<file path="src/rtl/timer_fsm_if.sv">
// Control/status bundle between the upstream controller and the countdown timer.
// The master drives clr/start/delay; the slave (the timer) returns ready/busy/count/overrun.
interface timer_fsm_if #(
  parameter int WIDTH = 8
);
  logic             clr;
  logic             start;
  logic [WIDTH-1:0] delay;
  logic             ready;
  logic             busy;
  logic [WIDTH-1:0] count;
  logic             overrun;

  modport master (
    output clr,
    output start,
    output delay,
    input  ready,
    input  busy,
    input  count,
    input  overrun
  );

  modport slave (
    input  clr,
    input  start,
    input  delay,
    output ready,
    output busy,
    output count,
    output overrun
  );
endinterface

</file>
<file path="src/rtl/timer_fsm.sv">
// Moore countdown timer: an accepted start with delay D raises ready D edges later.
// Handshake: start is a level sampled on every rising edge, no ready/valid back-pressure;
// ready/busy are pure state decodes, and a start seen while busy is dropped and flagged in overrun.
module timer_fsm #(
  parameter int WIDTH = 8
) (
  input  logic        clk,
  input  logic        rst,
  timer_fsm_if.slave  bus,
  output logic [1:0]  state_dbg
);

  typedef enum logic [1:0] {
    IDLE     = 2'b00,
    COUNTING = 2'b01,
    DONE     = 2'b10
  } state_t;

  localparam logic [WIDTH-1:0] ONE  = WIDTH'(1);
  localparam logic [WIDTH-1:0] ZERO = '0;

  state_t           state;
  state_t           state_nx;
  logic [WIDTH-1:0] count_q;
  logic [WIDTH-1:0] count_nx;
  logic             overrun_q;
  logic             overrun_nx;

  always_ff @(posedge clk or posedge rst) begin
    if (rst) begin
      state     <= IDLE;
      count_q   <= ZERO;
      overrun_q <= 1'b0;
    end else begin
      state     <= state_nx;
      count_q   <= count_nx;
      overrun_q <= overrun_nx;
    end
  end

  always_comb begin
    state_nx   = state;
    count_nx   = count_q;
    overrun_nx = overrun_q;
    if (bus.clr) begin
      state_nx   = IDLE;
      count_nx   = ZERO;
      overrun_nx = 1'b0;
    end else begin
      case (state)
        IDLE, DONE: begin
          // A zero delay skips COUNTING so ready appears after the accepting edge.
          if (bus.start) begin
            if (bus.delay != ZERO) begin
              state_nx = COUNTING;
              count_nx = bus.delay;
            end else begin
              state_nx = DONE;
              count_nx = ZERO;
            end
          end
        end
        COUNTING: begin
          if (bus.start) begin
            overrun_nx = 1'b1;
          end
          // Anything at or below one finishes, so the counter can never wrap.
          if (count_q > ONE) begin
            count_nx = count_q - ONE;
          end else begin
            state_nx = DONE;
            count_nx = ZERO;
          end
        end
        default: begin
          state_nx = IDLE;
          count_nx = ZERO;
        end
      endcase
    end
  end

  assign bus.ready   = (state == DONE);
  assign bus.busy    = (state == COUNTING);
  assign bus.count   = count_q;
  assign bus.overrun = overrun_q;
  assign state_dbg   = state;

endmodule

</file>
<file path="src/flat_wrapper.sv">
// flat-port wrapper written by rule: the top's interface ports become plain ports
module timer_fsm_flat 
#(
  parameter int WIDTH = 8
)
  (clk, rst, state_dbg, bus_clr, bus_start, bus_delay, bus_ready, bus_busy, bus_count, bus_overrun);
  timer_fsm_if #(.WIDTH(WIDTH)) bus_i ();
  input  logic clk;
  input  logic rst;
  output logic [1:0] state_dbg;
  input wire logic [$bits(bus_i.clr)-1:0] bus_clr;
  input wire logic [$bits(bus_i.start)-1:0] bus_start;
  input wire logic [$bits(bus_i.delay)-1:0] bus_delay;
  output wire logic [$bits(bus_i.ready)-1:0] bus_ready;
  output wire logic [$bits(bus_i.busy)-1:0] bus_busy;
  output wire logic [$bits(bus_i.count)-1:0] bus_count;
  output wire logic [$bits(bus_i.overrun)-1:0] bus_overrun;
  assign bus_i.clr = bus_clr;
  assign bus_i.start = bus_start;
  assign bus_i.delay = bus_delay;
  assign bus_ready = bus_i.ready;
  assign bus_busy = bus_i.busy;
  assign bus_count = bus_i.count;
  assign bus_overrun = bus_i.overrun;
  timer_fsm #(.WIDTH(WIDTH)) u_core (.clk(clk), .rst(rst), .bus(bus_i), .state_dbg(state_dbg));
endmodule
</file>
<file path="config.mk">
export PLATFORM = sky130hd
export DESIGN_NAME = timer_fsm_flat
export DESIGN_NICKNAME = d
export VERILOG_FILES = /design/src/rtl/timer_fsm_if.sv /design/src/rtl/timer_fsm.sv /design/src/flat_wrapper.sv
export SDC_FILE = /design/constraint.sdc
export NUM_CORES = 1
export LEC_CHECK = 0
export CAP_MARGIN = 25
export CORE_UTILIZATION = 39
export CTS_CLUSTER_SIZE = 10
export DETAILED_ROUTE_END_ITERATION = 8
export GPL_TIMING_DRIVEN = 0
export MAX_ROUTING_LAYER = met4
export PLACE_DENSITY_LB_ADDON = 0.25
export SETUP_SLACK_MARGIN = 0.05
export SYNTH_ARGS = -nofsm -noshare
export SYNTH_HDL_FRONTEND = slang
export SYNTH_SLANG_ARGS = --single-unit
</file>
<file path="constraint.sdc">
create_clock -name clk -period 1.8 [get_ports clk]
set_input_delay 0.27 -clock clk [delete_from_list [all_inputs] [get_ports clk]]
set_output_delay 0.27 -clock clk [all_outputs]
set_load 0.005 [all_outputs]
</file>
# == Word-level counts from Yosys, hierarchy flattened ==
# Index checks and enable logic that the tools add are counted.
# W data, S select, Z words.
# word_totals
ff_bits,11
inputBits,12
wordCells,29
out_inout_bits,13
# op_classes
mux,13
n_addsub,1
n_eq_ne,4
magnitude_cmp,1
reduce_logical,7
# ops
operator,n
$mux W8,4
$pmux W8 S2,1
$gt A8 B1 Y1 const B,1
$mux W2,4
$reduce_bool A8 Y1,1
$sub A8 B1 Y8 const B,1
$ne A3 B3 Y1 const B,2
$pmux W2 S2,1
$reduce_and A2 Y1,2
$reduce_bool A2 Y1,2
$mux W1,3
$eq A2 B1 Y1 const B,1
$eq A2 B2 Y1 const B,1
$logic_not A2 Y1,1
$reduce_or A2 Y1,1

# == Logic depth before layout (Yosys ltp) ==
# Gate-level depths: netlist of run 1.
# depth
depth_word,5
mapped_depth,5
mapped_depth_nobuf,5

# == Least setup slack after synthesis of run 1 ==
# OpenSTA, ideal clock, no wires.
# synth_timing
path_kind,register -> register
startpoint,register u_core.count_q[3] (netlist: u_core.bus.count[3])
endpoint,register u_core.count_q[5] (netlist: u_core.bus.count[5])
slack_ps,86
stages_incl_launch_ff,4
t_arrival_ps,1565
period_less_slack_ps,1714
path_buffers,0
setup_time_ps,149
required_ps,1651
cell_sequence,dfrtp_1 > or4_4 > o41ai_4 > a22oi_1
# synth_via
elab_chain_len,4
elab_cells_between_ends,5
cone_classes,add/sub: 1; order compare: 1; mux: 3
# synth_rtl
element,line,text
from (decl),timer_fsm.sv:24,logic [WIDTH-1:0] count_q;
from (signal assigned),timer_fsm.sv:36,count_q <= count_nx;
$sub A8 B1 Y8 or $gt A8 B1 Y1 (tied branches),"timer_fsm.sv:69, timer_fsm.sv:68",
$mux W8 *,timer_fsm.sv:68,if (count_q > ONE) begin
$pmux W8 S2 *,timer_fsm.sv:50,case (state)
$mux W8 *,timer_fsm.sv:45,if (bus.clr) begin
# Every way passes the cells marked *; elsewhere a longest branch is shown, timed or not.
# A chain may end at the register's enable or synchronous reset.

# == Worst setup path in the final report of run 1 ==
# Same ends and word-level chain as after synthesis.

==> results_dict.tcl, run 1 <==
set metrics [dict create \
    setup_tns_ns 0 \
    status "complete, no violations" \
    layout_min_cycle_time_ns 1.666 \
    gp_congestion 0.8322 \
    placementRows 15 \
    synth_warnings 0 \
    place_area_um2 996.0 \
    antenna_cells 0 \
    die_w_um 45.40 \
    period_share_pct 92.57 \
    hold_violations 0 \
    cts_buffer_depth 2 \
    synth_fp_nets 90 \
    leakagePower_nw 0.4227 \
    ys_seq_elements 11 \
    insertion_delay_ns 0.26 \
    tightest_slew_ns 0.4885 \
    drtAntennaViolNets 0 \
    cts_made_buffers 3 \
    design_area_um2 1042 \
    wirelength_um 1729 \
    relSlewSlack_pct 67.29 \
    seq_power_share_pct 37.9 \
    vias 693 \
    pwr-share-clk_pct 19.2 \
    setup_viol_count_final 0 \
    grt.total_usage_pct 20.05 \
    area_growth_pct 41.91 \
    critPathArrivalTime_ns 1.80 \
    drv_cap 0 \
    seq_area_frac_synth_pct 37.48 \
    drt-pass1-iter-count 4 \
    switching_share_pct 33.58 \
    drv_slew 0 \
    p_per_area_nw_per_um2 822.8 \
    antenna_found_initial 0 \
    wl_per_cell_um 13.40 \
    synth_area_per_cell_um2 9.664 \
    cts.sinks 11 \
    grt_pass1_wl_um 2877 \
    fmax_ghz 0.6002 \
    hpwl_um 1329 \
    p_sw_w 0.0002879 \
    drc 0 \
    drive_gt1_share_pct 16.35 \
    htreeDepth 1 \
    hp-class "in2async" \
    crit_required_ns 1.94 \
    p_int_w 0.0005696 \
    end_kind "flip-flop" \
    syn_inst 76 \
    drt-initial-drc-count 28 \
    ir_drop_mv 0.6079 \
    p_comb_share_pct 42.9 \
    fp.dieH_um 45.40 \
    path_class "reg2reg" \
    cts_tree "built" \
    rsz0062_at_grt "false" \
    grt_overflow 0 \
    root_buffer "clkbuf_4" \
    die-area_um2 2061 \
    start_kind "flip-flop" \
    core_area_um2 1745 \
    nets 119 \
    grt_max_degree 12 \
    skew_ns 0.004684 \
    ys_types 34 \
    viasPerCell 5.372 \
    worstPathMaxFanout 7 \
    grt_pass1_vias 616 \
    initial_core_util_pct 42.08 \
    path_clk_slew_ns 0.07 \
    synth_area_um2 734.5 \
    ios 25 \
    io_buffers 23 \
]
-- what timing repair did --
action,4_1_cts,5_1_grt
setup endpoints to repair,9,4
hold endpoints to repair,0,0
setup buffers,1,1
hold buffers,0,0
pin swaps,1,0
resized for setup,1,5
-- cells in the final DEF, fill, tap and decap left out, types with 3 or more instances in the layout --
cell and count:
a21oi_1 3, clkbuf_1 3, clkbuf_4 3, clkdlybuf4s50_1 23
dfrtp_1 9, inv_1 4, mux2i_1 3, nor2_1 4
nor3_1 3, nor4_1 3, o211ai_1 3, o22ai_1 3
-- flip-flops by register name (all words and copies together), names as in the netlist --
signal / count
u_core.state_dbg: 2
u_core.bus.overrun: 1
u_core.bus.count: 8
-- critical path: stages (launching register included) --
cell     delay, ns
dfrtp_2       0.45
or4_4         0.59
o41ai_4       0.21
buf_4         0.20
a22oi_1       0.09
-- stage by stage --
stage / utilization [%] / instances / power [W] / hold slack (ns) / worst slack, ns
after global placement: 57.06 / 124 / 0.0006758 / 0.4789 / -0.07986
final: 59.71 / 129 / 0.0008576 / 0.2868 / 0.1338
after global routing: 59.71 / 129 / 0.0009096 / 0.3238 / 0.06918
after floorplan: - / 76 / 0.0005390 / 0.1224 / 0.08608
after detailed placement: 57.06 / 124 / 0.0006826 / 0.4956 / -0.09577
after CTS: 58.85 / 128 / 0.0008521 / 0.3064 / 0.03120
-- power groups by stage --
stage               clock [W]  sequential [W]  combinational, W
detailed placement          0        0.000325          0.000358
CTS                  0.000170        0.000326          0.000355
finish               0.000165        0.000325          0.000368
global placement            0        0.000323          0.000353
global route         0.000178        0.000332          0.000399
floorplan                   0        0.000321          0.000218
-- final timing paths --
check                                    start             endpoint  slack, ns  cells past startpoint
min in group clk                       bus_clr   u_core.bus.overrun       0.34                      2
max                        u_core.bus.count[3]  u_core.bus.count[5]       0.13                      4
max reg2reg                u_core.bus.count[3]  u_core.bus.count[5]       0.13                      4
min reg2reg                 u_core.bus.overrun   u_core.bus.overrun       0.50                      2
min                                        rst   u_core.bus.overrun       0.29                      2
max in group asynchronous                  rst  u_core.bus.count[3]       1.19                      2
-- final cells by class --
cell class	count	area (um2)
fillers	176	703.2
multi-input cells	57	434.2
flip-flops and latches	11	277.8
repair buffers	25	245.2
well taps	25	31.28
clock buffers	4	26.28
inverters	4	15.01
plain buffers	3	12.51
-- layer usage --
metal | GRT usage (%) | wire (um)
met1 | 26.17 | 775
met2 | 30.86 | 849
met3 | 5.952 | 89
met4 | 3.636 | 14
met5 | - | 0
-- cells in the mapped netlist --
| library cell | number | area [um2] |
|---|---|---|
| a2bb2oi_1 | 1 | 8.760 |
| nor4_1 | 3 | 18.77 |
| nor2b_1 | 3 | 18.77 |
| a211o_1 | 1 | 8.760 |
| nor3_1 | 3 | 15.01 |
| o22ai_1 | 3 | 18.77 |
| nor3b_2 | 1 | 12.51 |
| or4_4 | 1 | 11.26 |
| o41ai_1 | 1 | 8.760 |
| nand3_1 | 1 | 5.000 |
| nor2_1 | 5 | 18.77 |
| a222oi_1 | 1 | 10.01 |
| xnor2_1 | 2 | 17.52 |
| mux2_2 | 2 | 22.52 |
| o211ai_1 | 3 | 22.52 |
| o41ai_4 | 1 | 27.53 |
| o31ai_1 | 1 | 7.510 |
| or3_2 | 1 | 7.510 |
| nand2_1 | 2 | 7.510 |
| nand2b_1 | 1 | 6.260 |
| ha_1 | 2 | 25.02 |
| nor3b_1 | 2 | 15.01 |
| mux2i_1 | 3 | 30.03 |
| a22o_1 | 1 | 8.760 |
| dfrtp_1 | 11 | 275.3 |
| or3_1 | 2 | 12.51 |
| a21oi_1 | 3 | 15.01 |
| a22oi_1 | 2 | 15.01 |
| or2_2 | 1 | 6.260 |
| nor4b_1 | 1 | 8.760 |
| inv_1 | 4 | 15.01 |
| clkbuf_1 | 4 | 15.01 |
| nand4b_1 | 1 | 8.760 |
| o21ai_1 | 2 | 10.01 |
-- kinds of logic after synthesis --
group / count (synthesis) / synth area share (%)
mux: 5 / 7.155
simple gates: 28 / 23.51
flops: 11 / 37.48
xor+xnor: 2 / 2.385
fa+ha+maj: 2 / 3.407
compound gates: 20 / 21.98
buf+inv: 8 / 4.087
No activity file was read; power rests on OpenSTA's default activity.
==> inputs of run 2 (changes only) <==
HOLD_SLACK_MARGIN = 0.06   (was unset)
==> results of run 2 <==
No change in the layout: final DEF, timing and power equal those of run 1.
